File: config.mk
export PLATFORM = sky130hd
export DESIGN_NAME = lsu_arb
export DESIGN_NICKNAME = d
export VERILOG_FILES = /design/src/rtl/lsu_arb_pkg.sv /design/src/rtl/lsu_arb_gnt.sv /design/src/rtl/lsu_arb.sv
export SDC_FILE = /design/constraint.sdc
export NUM_CORES = 1
export LEC_CHECK = 0
export CAP_MARGIN = 20
export CORE_AREA = 4 4 149 151
export CTS_CLUSTER_DIAMETER = 150
export DETAILED_ROUTE_END_ITERATION = 8
export DIE_AREA = 0 0 153 155
export PLACE_DENSITY = 0.68
export SLEW_MARGIN = 20
export SYNTH_ARGS = -nofsm -noshare
export SYNTH_HDL_FRONTEND = slang
export SYNTH_SLANG_ARGS = --single-unit
export TNS_END_PERCENT = 5
File: constraint.sdc
create_clock -name clk -period 3.5 [get_ports clk]
set_clock_uncertainty 0.05 [all_clocks]
set_input_delay 0.7 -clock clk [delete_from_list [all_inputs] [get_ports clk]]
set_output_delay 0.7 -clock clk [all_outputs]
set_load 0.01 [all_outputs]
File: src/rtl/lsu_arb_pkg.sv
// lsu_arb_pkg: FSM state encodings, SRAM window default and helpers
// shared by the lsu_arb block and its grant sub-module.
package lsu_arb_pkg;

    typedef enum logic [1:0] {
        IDLE = 2'd0,
        REQ  = 2'd1,
        RSP  = 2'd2
    } state_t;

    localparam logic [15:0] SRAM_HI_DEF = 16'h8000;

    function automatic int idx_w(input int n);
        return (n > 1) ? $clog2(n) : 1;
    endfunction

endpackage

File: src/rtl/lsu_arb_gnt.sv
// lsu_arb_gnt: one-hot grant from the request vector, searching from
// ptr+1 and wrapping; a pointer held at NCH-1 gives fixed priority.
module lsu_arb_gnt
    import lsu_arb_pkg::*;
#(
    parameter int NCH = 3,
    parameter int IW  = idx_w(NCH)
) (
    input  logic [NCH-1:0] val,
    input  logic [IW-1:0]  ptr,
    output logic [NCH-1:0] gnt
);

    logic hit;

    // First asserted channel after the pointer wins.
    always_comb begin
        gnt = '0;
        hit = 1'b0;
        for (int i = 1; i <= NCH; i++) begin
            if (!hit && val[(int'(ptr) + i) % NCH]) begin
                gnt[(int'(ptr) + i) % NCH] = 1'b1;
                hit = 1'b1;
            end
        end
    end

endmodule

File: src/rtl/lsu_arb.sv
// lsu_arb: NCH-channel arbiter onto SRAM / AXI-master, one outstanding op.
// LSU_ARB_RR_EN selects round-robin; otherwise fixed priority (ch0 first).
module lsu_arb
    import lsu_arb_pkg::*;
#(
    parameter int          NCH     = 3,
    parameter int          AW      = 32,
    parameter int          DW      = 32,
    parameter logic [15:0] SRAM_HI = SRAM_HI_DEF
) (
    input  logic              clk,
    input  logic              rst_n,
    input  logic [NCH-1:0]    i_req_val,
    output logic [NCH-1:0]    o_req_rdy,
    input  logic [NCH*AW-1:0] i_req_adr,
    input  logic [NCH*DW-1:0] i_req_wdat,
    input  logic [NCH*DW/8-1:0] i_req_wen,
    input  logic [NCH-1:0]    i_req_ren,
    output logic [NCH-1:0]    o_rsp_val,
    output logic [DW-1:0]     o_rsp_rdat,
    output logic [AW-1:0]     o_adr,
    output logic [DW-1:0]     o_wdat,
    output logic [DW/8-1:0]   o_wen,
    output logic              o_ren,
    output logic              o_sram_val,
    input  logic              i_sram_rdy,
    input  logic              i_sram_rvld,
    input  logic [DW-1:0]     i_sram_rdat,
    output logic              o_axim_val,
    input  logic              i_axim_rdy,
    input  logic              i_axim_rvld,
    input  logic [DW-1:0]     i_axim_rdat
);

    localparam int IW = idx_w(NCH);
    localparam int BW = DW / 8;

    state_t          state;
    state_t          state_nx;
    logic [NCH-1:0]  gnt;
    logic [IW-1:0]   ptr;
    logic [IW-1:0]   gnt_id;
    logic [IW-1:0]   id_q;
    logic [IW-1:0]   rsp_id;
    logic [AW-1:0]   acc_adr;
    logic [AW-1:0]   adr_q;
    logic [DW-1:0]   acc_wdat;
    logic [DW-1:0]   wdat_q;
    logic [DW-1:0]   rdat_q;
    logic [BW-1:0]   acc_wen;
    logic [BW-1:0]   wen_q;
    logic [NCH-1:0]  rsp_q;
    logic            acc_ren;
    logic            acc;
    logic            acc_wr;
    logic            acc_rd;
    logic            ren_q;
    logic            sel_q;
    logic            in_req;
    logic            tgt_rdy;
    logic            tgt_rvld;
    logic            rsp_fire;

    lsu_arb_gnt #(
        .NCH (NCH),
        .IW  (IW)
    ) u_gnt (
        .val (i_req_val),
        .ptr (ptr),
        .gnt (gnt)
    );

    // Encode the winner and mux its payload out of the packed buses.
    always_comb begin
        gnt_id = '0;
        for (int k = 0; k < NCH; k++) begin
            if (gnt[k]) gnt_id = IW'(k);
        end
        acc_adr  = i_req_adr[gnt_id*AW +: AW];
        acc_wdat = i_req_wdat[gnt_id*DW +: DW];
        acc_wen  = i_req_wen[gnt_id*BW +: BW];
        acc_ren  = i_req_ren[gnt_id];
    end

    // No grant is shown while reset is held, so nobody sees a false accept.
    assign acc       = rst_n && (state == IDLE) && (gnt != '0);
    assign acc_wr    = |acc_wen;
    assign acc_rd    = acc_ren && !acc_wr;
    assign o_req_rdy = acc ? gnt : '0;

    assign tgt_rdy  = sel_q ? i_sram_rdy  : i_axim_rdy;
    assign tgt_rvld = sel_q ? i_sram_rvld : i_axim_rvld;

    // Next state and completion trigger.
    always_comb begin
        state_nx = state;
        rsp_fire = 1'b0;
        rsp_id   = id_q;
        unique case (state)
            IDLE: begin
                rsp_id = gnt_id;
                if (acc && (acc_wr || acc_rd)) state_nx = REQ;
                else if (acc) rsp_fire = 1'b1;
            end
            REQ: begin
                if (tgt_rdy) begin
                    if (wen_q != '0) begin
                        state_nx = IDLE;
                        rsp_fire = 1'b1;
                    end else begin
                        state_nx = RSP;
                    end
                end
            end
            RSP: begin
                if (tgt_rvld) begin
                    state_nx = IDLE;
                    rsp_fire = 1'b1;
                end
            end
            default: state_nx = IDLE;
        endcase
    end

    // State register.
    always_ff @(posedge clk or negedge rst_n) begin
        if (!rst_n) state <= IDLE;
        else        state <= state_nx;
    end

    // Latch the accepted request; a write with ren set stays a write.
    always_ff @(posedge clk or negedge rst_n) begin
        if (!rst_n) begin
            id_q   <= '0;
            adr_q  <= '0;
            wdat_q <= '0;
            wen_q  <= '0;
            ren_q  <= 1'b0;
            sel_q  <= 1'b0;
        end else if (acc) begin
            id_q   <= gnt_id;
            adr_q  <= acc_adr;
            wdat_q <= acc_wdat;
            wen_q  <= acc_wen;
            ren_q  <= acc_rd;
            sel_q  <= (acc_adr[AW-1 -: 16] == SRAM_HI);
        end
    end

    // One-cycle completion pulse and read data capture.
    always_ff @(posedge clk or negedge rst_n) begin
        if (!rst_n) begin
            rsp_q  <= '0;
            rdat_q <= '0;
        end else begin
            rsp_q <= rsp_fire ? (NCH'(1) << rsp_id) : '0;
            if (state == RSP && tgt_rvld)
                rdat_q <= sel_q ? i_sram_rdat : i_axim_rdat;
        end
    end

`ifdef LSU_ARB_RR_EN
    // Round-robin pointer follows the last accepted channel.
    always_ff @(posedge clk or negedge rst_n) begin
        if (!rst_n)   ptr <= IW'(NCH - 1);
        else if (acc) ptr <= gnt_id;
    end
`else
    assign ptr = IW'(NCH - 1);
`endif

    // Downstream bus is driven only while a request is pending.
    assign in_req     = (state == REQ);
    assign o_sram_val = in_req && sel_q;
    assign o_axim_val = in_req && !sel_q;
    assign o_adr      = in_req ? adr_q  : '0;
    assign o_wdat     = in_req ? wdat_q : '0;
    assign o_wen      = in_req ? wen_q  : '0;
    assign o_ren      = in_req && ren_q;
    assign o_rsp_val  = rsp_q;
    assign o_rsp_rdat = rdat_q;

endmodule

# After elaboration in Yosys (flattened, before gate mapping)
# Index checks and enable logic that the tools add are counted.
op_classes:
  addsub: 0
  mux: 29
  shifts: 4
  div_mod_pow: 0
  order_cmp: 1
  n_mul: 0
  n_bitwise: 0
  reduce_logical: 20
  n_eq_ne: 6
op_table:
  columns: ["op", "n"]
  rows:
  - ["$shiftx A96 B8 Y32", 2]
  - ["$mux W32", 3]
  - ["$eq A16 B16 Y1 const B", 1]
  - ["$mux W2", 7]
  - ["$mux W1", 12]
  - ["$shiftx A12 B5 Y4", 1]
  - ["$logic_and A1 B1 Y1", 10]
  - ["$mux W3", 3]
  - ["$pmux W2 S3", 1]
  - ["$logic_not A1 Y1", 4]
  - ["$mux W4", 1]
  - ["$ne A2 B1 Y1 const B", 2]
  - ["$reduce_bool A4 Y1", 1]
  - ["$reduce_or A4 Y1", 1]
  - ["$lt A2 B3 Y1 const B", 1]
  - ["$pmux W1 S3", 1]
  - ["$reduce_and A3 Y1", 1]
  - ["$reduce_bool A3 Y1", 1]
  - ["$shl A1 B2 Y3 const A", 1]
  - ["$bmux W1 S2", 1]
  - ["$eq A2 B1 Y1 const B", 1]
  - ["$eq A2 B2 Y1 const B", 1]
  - ["$logic_not A2 Y1", 1]
  - ["$ne A2 B2 Y1 const B", 1]
  - ["$logic_or A1 B1 Y1", 1]
word_totals:
  out_inout_bits: 109
  reg_bits: 109
  ram_bits: 0
  memories: 0
  romBits: 0
  latchBits: 0
  in_bits: 280
  word_cells: 69

# Depth between registers and ports, before layout
# Gate-level depths: netlist of the first run.
depth:
  ltp_word: 18
  mapped_depth: 9
  mapped_depth_nobuf: 5

# Hierarchy
# From an unflattened synthesis of the first run, not the netlist that was laid out.
hier_totals:
  hier_cells: 742
  hier_area_um2: 6550.0
by_module_without_submodules:
  columns: ["module", "cells_each", "seq_area_each_um2", "area_per_inst_um2", "instances"]
  rows:
  - ["lsu_arb", 702, 2727.6, 6271.0, 1]
  - ["lsu_arb_gnt", 40, 0.0, 279.0, 1]

# Least setup slack after synthesis of the first run
# OpenSTA, ideal clock, no wires.
synth_timing:
  path_kind: "in2out"
  startpoint: "input port i_req_val[0]"
  endpoint: "output port o_req_rdy[1]"
  path_slack_ns: 0.814
  t_arrival_ns: 1.936
  stages: 5
  required_time_ns: 2.750
  path_cell_list: "buf_2 > o311ai_1 > buf_2 > buf_4 > nor2_1"
synth_via:
  elab_chain_cells: 10
  word_cells_on_any_way: 12
  classes_between: "mux: 6; reduce/logical: 6"
synth_lines:
  columns: ["item", "line_no", "source"]
  rows:
  - ["start, declared", "lsu_arb.sv:13", "input logic [NCH-1:0] i_req_val,"]
  - ["$mux W1", "lsu_arb_gnt.sv:21", "if (!hit && val[(int'(ptr) + i) % NCH]) begin"]
  - ["$logic_not A1 Y1", "lsu_arb_gnt.sv:21", null]
  - ["$logic_and A1 B1 Y1", "lsu_arb_gnt.sv:21", null]
  - ["$mux W1", "lsu_arb_gnt.sv:21", null]
  - ["$logic_not A1 Y1", "lsu_arb_gnt.sv:21", null]
  - ["$logic_and A1 B1 Y1", "lsu_arb_gnt.sv:21", null]
  - ["$mux W3 (*)", "lsu_arb_gnt.sv:21", null]
  - ["$reduce_bool A3 Y1", "lsu_arb.sv:86", "assign acc = rst_n && (state == IDLE) && (gnt != '0);"]
  - ["$logic_and A1 B1 Y1", "lsu_arb.sv:86", null]
  - ["$mux W3 (*)", "lsu_arb.sv:89", "assign o_req_rdy = acc ? gnt : '0;"]
  - ["end, declared", "lsu_arb.sv:14", "output logic [NCH-1:0] o_req_rdy,"]
# Every way passes the cells marked *; elsewhere a longest branch is shown, timed or not.

# Worst setup path in the final report of the first run
# Same ends and word-level chain as after synthesis.

==> results of run 1 <==
worst max path at each step:
stage / from / end / slack (ps) / cells after the start
after floorplan: i_req_val[0] / o_req_rdy[1] / 810 / 5
after detailed placement: i_req_val[0] / o_req_rdy[1] / 210 / 4
final: i_req_val[0] / o_req_rdy[1] / 240 / 4
after global placement: i_req_val[0] / o_req_rdy[1] / 200 / 4
after global routing: i_req_val[0] / o_req_rdy[1] / 80 / 4
after CTS: i_req_val[0] / o_req_rdy[1] / 190 / 4
cells in the final DEF (no fill, tap or decap), types with 3 or more instances in the layout:
master           synthesis  final
clkdlybuf4s50_1          0    386
nand3b_1                 7      7
or4b_2                   7      7
buf_12                   0      4
nand2b_1                 5      5
mux2_2                   4      4
nand2_1                172    172
buf_4                    2     14
dfrtp_1                109    108
o31ai_1                  3      3
o21ai_0                 62     62
a21o_1                   6      6
a21oi_1                145    145
clkbuf_16                0      9
and2_1                  70     70
nor2_1                  41     41
mux2i_1                 34     34
o221ai_1                 7      7
nor2b_1                  6      4
inv_6                    0      3
stage by stage:
| step | power [W] | util (%) | setup WS (ps) |
|---|---|---|---|
| CTS | 0.00617 | 51.8 | 187 |
| finish | 0.00607 | 51.8 | 243 |
| global placement | 0.00494 | 50.2 | 196 |
| detailed placement | 0.00500 | 50.2 | 206 |
| global route | 0.00650 | 51.8 | 82.2 |
| floorplan | 0.00334 | - | 814 |
flip-flops by register name, indices dropped and copies added, names as in the netlist:
name / count
o_rsp_val: 3
wdat_q: 32
adr_q: 32
id_q: 2
state: 2
o_rsp_rdat: 32
ren_q: 1
sel_q: 1
wen_q: 4
layout make-up:
cell class / instances / area (um^2)
clock buffers: 9 / 225
clock inverters: 7 / 103
fillers: 2009 / 10000
multi-input cells: 607 / 3340
flip-flops and latches: 109 / 2730
well taps: 275 / 344
repair buffers: 404 / 4050
report_power, final:
group,internal (W),total [W],switching [W],leakage (nW)
logic,0.00155,0.00280,0.00126,2.84
clock network,0.000637,0.00114,0.000500,0.157
registers,0.00184,0.00212,0.000286,1.36
worst max-delay path: stages:
cell and delay, ps:
clkdlybuf4s50_1 590, or2b_2 380, nor2_1 210, clkdlybuf4s50_1 620
logic make-up (layout without fill, tap and decap cells):
family | count (synthesis) | count (layout) | synth area share (%)
simple gates | 327 | 327 | 25.0
compound gates | 242 | 242 | 21.1
flops | 109 | 109 | 43.2
buf+inv | 67 | 420 | 4.54
mux | 38 | 38 | 6.11
per-layer routing:
layer	vias up	global-route usage, %
met1	3075	22.6
li1	3370	-
met3	20	5.67
met5	-	0
met4	0	5.69
met2	271	34.8
==> reports/metrics.cfg, run 1 <==
[clock_tree]
clk_pin_slew_worst_paths_ps=80
root_buffer=clkbuf_16
ctsResizeCount=0
postCtsHoldBufs=0
htreeDepth=3
cts_max_path_buffers=2
postCtsSetupRepairBufs=0
clk_latency_ps=350
cts_tree=built
cts_buffers=9
clock_sinks=109

[run_status]
status=completed

[drt]
wl_per_cell_um=17.1
dr.max_layer_used=met4
met1_length_mm=9.65
vias_per_cell=4.77
wl_mm=24.2
wl_met3_mm=1.91
wl_met2_mm=12.1
initialDrtViolationCount=232
vias=6736
drtAntennaViolNets=0
drc_errors=0
dr.pass1.iters=5

[power_and_ir_drop]
power_density_nw_per_um2=562
total_leakage_power_nw=4.36
max-vdd-ir-drop_mv=0.247

[floorplanning]
initial_utilization_pct=30.3
die_area_um2=23700
io_pins=389
die_w_um=153
fp.dieH_um=155
core_area_um2=20800
placementRows=53

[worst_setup_path]
rrSetupSlack_ps=1190
rr_startpoint=state[1]
reg2reg_depth=6
cp.arrival_ps=2510
r2r_end=o_rsp_val[2]
crit_path_max_fanout=6
required_ps=2750
critPathKind=in2out
cp-end-kind=primary output
start_kind=input port

[final_layout]
antennaDiodeCount=0
finalNetCount=1411
instances_no_fill=1411
design_area_um2=10800
areaGrowthSynthToFinish_pct=71.0
drive_gt1_share_pct=5.28

[sta]
slew_headroom_pct=48.8
rsz0062_at_grt=false
report.final.hold_viol_count=0
slew_viol_final=0
setup_violations=0
finalCritPeriodShare_pct=93.0
max_freq_mhz=307
fin_setup_tns_ps=0
worst_pin_slew_ps=767
fin_crit_ps=3260
hold-worst-slack_ps=107

[grt]
grt_pass1_wl_mm=36.8
grt_max_degree=143
grt_pass1_vias=6659
grt_antenna_before_repair=0
grt_usage_pct=19.4
globalRouteOverflowTotal=0

[placed_design]
dp.cells=1395
gp_congestion=0.827
post-dp-hpwl_mm=18.9
portBuffers=388
place_area_um2=10500

[synth]
synth_area_leaders=dfrtp_1 (43%), a21oi_1 (12%), nand2_1 (10%)
ys_async_sr_fraction_pct=100
netlist_area_um2=6310
netlist_top_cells_count=nand2_1 (172), a21oi_1 (145), dfrtp_1 (109), and2_1 (70), o21ai_0 (62)
synthCells=783
ys_ff_latch=109
synth_most_common_cell=nand2_1
syn-mean-instance-area_um2=8.06
syn_nets=1063
synth_top_cell_area_share_pct=43.2
yosys_warnings=0
synth_cell_type_count=47
synth.yosys.seq_area_share_pct=43.2
synthFlopType=dfrtp_1
synth_top_cell_by_area=dfrtp_1
synth_edf_count=0

[hold_path]
hp-class=in2async

[flow_run]
maxCapViolCount=0

No activity file was read; power rests on OpenSTA's default activity.
==> run 2: changes to the inputs <==
--- a/config.mk
+++ b/config.mk
@@ -11,6 +11,7 @@
 export DETAILED_ROUTE_END_ITERATION = 8
 export DIE_AREA = 0 0 153 155
 export PLACE_DENSITY = 0.68
+export SKIP_CTS_REPAIR_TIMING = 1
 export SLEW_MARGIN = 20
 export SYNTH_ARGS = -nofsm -noshare
 export SYNTH_HDL_FRONTEND = slang
==> results of run 2 <==
Same layout as run 1: the final DEF is identical, and so are final timing and power.
